===== src/rtl/bsalu_pkg.sv =====
// bsalu_pkg: op codes and controller states shared by the bit-serial ALU
// controller and its 1-bit slice.
package bsalu_pkg;

  typedef enum logic [1:0] {OP_ADD, OP_SUB, OP_AND, OP_OR} alu_op_e;

  typedef enum logic {ST_IDLE, ST_SHIFT} state_e;

endpackage


===== src/rtl/alu_bit_slice.sv =====
// alu_bit_slice: combinational 1-bit ALU slice. The carry flop lives in the
// controller; logic ops report cout=0 so the carry chain stays cleared.
module alu_bit_slice
  import bsalu_pkg::*;
(
  input  logic    op1_i,
  input  logic    op2_i,
  input  logic    cin_i,
  input  alu_op_e op_i,
  output logic    res_o,
  output logic    cout_o
);

  always_comb begin
    res_o  = 1'b0;
    cout_o = 1'b0;
    case (op_i)
      OP_ADD, OP_SUB: begin
        res_o  = op1_i ^ op2_i ^ cin_i;
        cout_o = (op1_i & op2_i) | (cin_i & (op1_i ^ op2_i));
      end
      OP_AND:  res_o = op1_i & op2_i;
      OP_OR:   res_o = op1_i | op2_i;
      default: res_o = 1'b0;
    endcase
  end

endmodule


===== src/rtl/bit_serial_alu_ctrl.sv =====
// bit_serial_alu_ctrl: streams two WIDTH-bit operands LSB-first through one
// alu_bit_slice and reassembles the result plus C/Z/O/S flags.
// Optional macro BSALU_CARRY_IN_EN adds a cin port for multi-word chaining.
module bit_serial_alu_ctrl
  import bsalu_pkg::*;
#(
  parameter  int unsigned WIDTH = 8,
  localparam int unsigned CNT_W = $clog2(WIDTH + 1)
) (
  input  logic             clk,
  input  logic             rst,
  input  logic             start,
  input  logic [1:0]       op,
  input  logic [WIDTH-1:0] a,
  input  logic [WIDTH-1:0] b,
`ifdef BSALU_CARRY_IN_EN
  input  logic             cin,
`endif
  output logic             busy,
  output logic             done,
  output logic [WIDTH-1:0] result,
  output logic             c_flag,
  output logic             z_flag,
  output logic             o_flag,
  output logic             s_flag
);

  state_e             state_q;
  alu_op_e            op_q;
  logic [WIDTH-1:0]   a_sr_q;
  logic [WIDTH-1:0]   b_sr_q;
  logic [WIDTH-1:0]   res_sr_q;
  logic [CNT_W-1:0]   cnt_q;
  logic               carry_q;
  logic               cmsb_q;
  logic               zacc_q;
  logic               busy_q;
  logic               done_q;
  logic [WIDTH-1:0]   result_q;
  logic               c_q;
  logic               z_q;
  logic               o_q;
  logic               s_q;

  logic               carry_init;
  logic               bit_res;
  logic               bit_cout;
  logic [WIDTH-1:0]   res_d;
  logic               last_bit;
  logic               msb_in_bit;

  always_comb begin
`ifdef BSALU_CARRY_IN_EN
    carry_init = (op == OP_ADD || op == OP_SUB) ? cin : 1'b0;
`else
    carry_init = (op == OP_SUB);
`endif
  end

  alu_bit_slice u_slice (
    .op1_i  (a_sr_q[0]),
    .op2_i  (b_sr_q[0] ^ (op_q == OP_SUB)),
    .cin_i  (carry_q),
    .op_i   (op_q),
    .res_o  (bit_res),
    .cout_o (bit_cout)
  );

  // New bit enters at the MSB; after WIDTH shifts the word is in place.
  assign res_d      = WIDTH'({bit_res, res_sr_q} >> 1);
  assign last_bit   = (cnt_q == CNT_W'(WIDTH - 1));
  assign msb_in_bit = (cnt_q == CNT_W'(WIDTH - 2));

  always_ff @(posedge clk or posedge rst) begin
    if (rst) begin
      state_q  <= ST_IDLE;
      op_q     <= OP_ADD;
      a_sr_q   <= '0;
      b_sr_q   <= '0;
      res_sr_q <= '0;
      cnt_q    <= '0;
      carry_q  <= 1'b0;
      cmsb_q   <= 1'b0;
      zacc_q   <= 1'b0;
      busy_q   <= 1'b0;
      done_q   <= 1'b0;
      result_q <= '0;
      c_q      <= 1'b0;
      z_q      <= 1'b0;
      o_q      <= 1'b0;
      s_q      <= 1'b0;
    end else begin
      done_q <= 1'b0;
      case (state_q)
        ST_IDLE: begin
          if (start) begin
            a_sr_q  <= a;
            b_sr_q  <= b;
            op_q    <= alu_op_e'(op);
            cnt_q   <= '0;
            carry_q <= carry_init;
            cmsb_q  <= 1'b0;
            zacc_q  <= 1'b1;
            busy_q  <= 1'b1;
            state_q <= ST_SHIFT;
          end
        end
        ST_SHIFT: begin
          a_sr_q   <= a_sr_q >> 1;
          b_sr_q   <= b_sr_q >> 1;
          res_sr_q <= res_d;
          carry_q  <= bit_cout;
          zacc_q   <= zacc_q & ~bit_res;
          cnt_q    <= cnt_q + CNT_W'(1);
          if (msb_in_bit) cmsb_q <= bit_cout;
          if (last_bit) begin
            result_q <= res_d;
            c_q      <= bit_cout;
            o_q      <= cmsb_q ^ bit_cout;
            z_q      <= zacc_q & ~bit_res;
            s_q      <= bit_res;
            done_q   <= 1'b1;
            busy_q   <= 1'b0;
            state_q  <= ST_IDLE;
          end
        end
        default: state_q <= ST_IDLE;
      endcase
    end
  end

  assign busy   = busy_q;
  assign done   = done_q;
  assign result = result_q;
  assign c_flag = c_q;
  assign z_flag = z_q;
  assign o_flag = o_q;
  assign s_flag = s_q;

endmodule

===== config.mk =====
export PLATFORM = sky130hd
export DESIGN_NAME = bit_serial_alu_ctrl
export DESIGN_NICKNAME = d
export VERILOG_FILES = /design/src/rtl/bsalu_pkg.sv /design/src/rtl/alu_bit_slice.sv /design/src/rtl/bit_serial_alu_ctrl.sv
export SDC_FILE = /design/constraint.sdc
export NUM_CORES = 1
export LEC_CHECK = 0
export CAP_MARGIN = 25
export CORE_ASPECT_RATIO = 1.1
export CORE_MARGIN = 1
export CORE_UTILIZATION = 52
export CTS_BUF_LIST = sky130_fd_sc_hd__clkbuf_16
export CTS_CLUSTER_SIZE = 16
export DETAILED_ROUTE_END_ITERATION = 7
export PLACE_DENSITY = 0.86
export SYNTH_ARGS = -nofsm -noshare
export SYNTH_HDL_FRONTEND = slang
export SYNTH_HIERARCHICAL = 1
export SYNTH_SLANG_ARGS = --single-unit
export TNS_END_PERCENT = 10

===== constraint.sdc =====
create_clock -name clk -period 2.7 [get_ports clk]
set_clock_uncertainty 0.05 [all_clocks]
set_input_delay 0.675 -clock clk [delete_from_list [all_inputs] [get_ports clk]]
set_output_delay 0.675 -clock clk [all_outputs]
set_load 0.01 [all_outputs]

==> impl_metrics.env <==
export IMPL_status="finished, final reports clean"
export IMPL_drt_initial_drc_count=49
export IMPL_cts_root_buf="clkbuf_16"
export IMPL_die_h_um=67.9
export IMPL_finalWorstPathRequiredPeriod_ns=2.12
export IMPL_yosysSeqAreaShare_pct=56.1
export IMPL_dr_pass1_iters=6
export IMPL_cts_buffers=5
export IMPL_crit_arrival_ns=2.26
export IMPL_clk_path_buf_depth=2
export IMPL_vias=1343
export IMPL_synth_most_common_cell="dfrtp_1"
export IMPL_dp_hpwl_mm=2.42
export IMPL_io_pins=35
export IMPL_crit_path_start_kind="register"
export IMPL_power_leakage_uw=0.00120
export IMPL_critical_path_class="reg -> reg"
export IMPL_rsz0062_at_grt="no"
export IMPL_crit_fanout=5
export IMPL_die_x_um=61.9
export IMPL_grt_max_degree=47
export IMPL_multi_input_area_sq_um=813
export IMPL_min_path_cells=2
export IMPL_postRouteAntennaNets=0
export IMPL_drv_cap=0
export IMPL_yosysUniqueCellTypes=27
export IMPL_ys_flop_type="dfrtp_1"
export IMPL_routed_wl_mm=3.58
export IMPL_tritoncts="built"
export IMPL_ys_seq_elements=46
export IMPL_drive_above_1_share_pct=15.3
export IMPL_seq_area_sq_mm=0.00115
export IMPL_period_share_pct=78.4
export IMPL_synth_avg_cell_area_sq_um=11.9
export IMPL_yosysWarnings=6
export IMPL_finalSetupTns_ns=0
export IMPL_n_antenna_cell=0
export IMPL_cell_internal_pwr_uw=1830
export IMPL_netlist_instances=173
export IMPL_max_vdd_ir_drop_mv=0.488
export IMPL_max_freq_mhz=472
export IMPL_synth_edf_count=0
export IMPL_grt_overflow=0
export IMPL_first_global_vias=1322
export IMPL_async_flop_share_pct=100
export IMPL_io_buffers=34
export IMPL_worstPathRequired_ns=2.84
export IMPL_power_share_combinational_pct=36.5
export IMPL_post_cts_setup_buffers=0
export IMPL_powerDensity_mw_per_mm2=1050
export IMPL_reg2reg_depth=8
export IMPL_coreArea_sq_mm=0.00371
export IMPL_rows=23
export IMPL_nets=235
export IMPL_clk_latency_ns=0.28
export IMPL_track_usage_pct=19.5
export IMPL_antenna_found_initial=0
export IMPL_min_path_type="reg -> reg"
export IMPL_drc=0
export IMPL_grt_pass1_wl_mm=5.86
export IMPL_htreeDepth=2
export IMPL_syn_area_sq_mm=0.00205
export IMPL_synth_nets=199
export IMPL_yosysTopAreaCell="dfrtp_1"
export IMPL_fillers=266
export IMPL_yosys_top_cells_area="dfrtp_1, mux2i_1, mux2_2"
export IMPL_hold_viol=0
export IMPL_cts_clk_slew_worst_paths_ns=0.06
export IMPL_utilization_pct=69.2
export IMPL_cts_resized=0
export IMPL_yosys_top_cells_count="dfrtp_1, nand2_1, o21ai_0, mux2i_1, mux2_2"
export IMPL_power_share_clock_pct=21.1
export IMPL_pwr_share_seq_pct=42.4
export IMPL_setup_viol=0
export IMPL_gp_congestion=0.753
export IMPL_initial_utilization_pct=55.3
export IMPL_worst_slew_pin_slew_ns=0.577
export IMPL_post_drt_via_cell_ratio=5.19
export IMPL_wl_per_cell_um=13.8
export IMPL_hold_buffers=0
export IMPL_slew_violations=0
export IMPL_synth_top_area_share_pct=56.1
export IMPL_relSlewSlack_pct=61.5
export IMPL_area_growth_pct=25.2
export IMPL_end_kind="register"
export IMPL_p_sw_uw=868
export IMPL_dieArea_sq_mm=0.00420
export IMPL_p_sw_share_pct=32.2
export IMPL_clock_sinks=46
registers in the layout, indices dropped and copies added, names as in the netlist:
register  cells
z_flag        1
op_q          2
zacc_q        1
o_flag        1
b_sr_q        8
carry_q       1
result        8
busy          1
cmsb_q        1
c_flag        1
done          1
a_sr_q        8
res_sr_q      7
cnt_q         4
state_q       1
stage by stage:
| stage | hold slack (ns) | total power (uW) | cell area [sq um] | worst slack (ns) | std cells |
|---|---|---|---|---|---|
| after global placement | 0.412 | 2080 | 2430 | 0.643 | 252 |
| after CTS | 0.443 | 2730 | 2570 | 0.579 | 259 |
| after global routing | 0.463 | 2890 | 2570 | 0.471 | 259 |
| after detailed placement | 0.419 | 2130 | 2430 | 0.588 | 252 |
| after floorplan | 0.402 | 1790 | 2050 | 0.751 | 173 |
| final | 0.440 | 2700 | 2570 | 0.582 | 259 |
cells by family (layout without fill, tap and decap cells):
group                    after synthesis  in the layout  synth area share, %
multiplexers                          34             34                 18.6
flip-flops                            46             46                 56.1
buffers and inverters                 18             54                 4.27
AO/OA/AOI/OAI                         26             26                 6.89
adder cells (fa/ha/maj)                5              5                 3.41
AND/OR/NAND/NOR                       40             40                 9.02
XOR/XNOR                               4              4                 1.71
final timing paths:
| kind | from | endpoint | slack, ns |
|---|---|---|---|
| min in group asynchronous | rst | cnt_q[1]$_DFFE_PP0P_ | 0.81 |
| worst max-delay path | op_q[1]$_DFFE_PP0P_ | z_flag$_DFFE_PP0P_ | 0.58 |
| worst min-delay path | b_sr_q[3]$_DFFE_PP0P_ | b_sr_q[2]$_DFFE_PP0P_ | 0.44 |
| worst min register to register | b_sr_q[3]$_DFFE_PP0P_ | b_sr_q[2]$_DFFE_PP0P_ | 0.44 |
| max in group asynchronous | rst | a_sr_q[5]$_DFFE_PP0P_ | 1.40 |
| worst max register to register | op_q[1]$_DFFE_PP0P_ | z_flag$_DFFE_PP0P_ | 0.58 |
critical path: stages (launching register included):
cell and delay [ns]:
dfrtp_1 0.42, nand2b_1 0.17, xnor2_1 0.19, inv_1 0.11
fa_1 0.51, nor2_1 0.04, a31o_1 0.22, nand2b_1 0.16
o21ai_0 0.16
metal layers:
| layer | global-route usage [%] | vias up | share of wire (%) |
|---|---|---|---|
| met1 | 22.9 | 671 | 44 |
| met2 | 34.4 | 20 | 53 |
| met5 | 0 | - | 0 |
| li1 | - | 650 | - |
| met3 | 4.54 | 2 | 2.3 |
| met4 | 6.67 | 0 | 0.84 |
power by group through the flow:
stage,combinational (uW),clock [uW],sequential (uW)
5_1_grt,1100,611,1180
3_5_place_dp,982,0,1150
6_report,985,568,1140
4_1_cts,999,584,1140
3_3_place_gp,939,0,1140
2_1_floorplan,654,0,1140
final cells by class:
| type | count | share of cell area (%) |
|---|---|---|
| timing repair buffer | 39 | 14.7 |
| sequential | 46 | 44.8 |
| clock buffer | 5 | 4.87 |
| clock inverter | 2 | 0.389 |
| inverter | 8 | 1.17 |
| multi-input combinational | 109 | 31.6 |
| tap | 50 | 2.43 |
placed cells by master, fill, tap and decap left out, drive strengths merged, types with 2 or more instances in the layout:
cell type,n
buf,5
clkbuf,5
clkdlybuf4s50,34
clkinv,2
dfrtp,46
ha,4
inv,8
mux2,18
mux2i,16
nand2,24
nand2b,2
nand3,3
nor2,8
o21ai,21
xnor2,3
No activity file was read; power rests on OpenSTA's default activity.
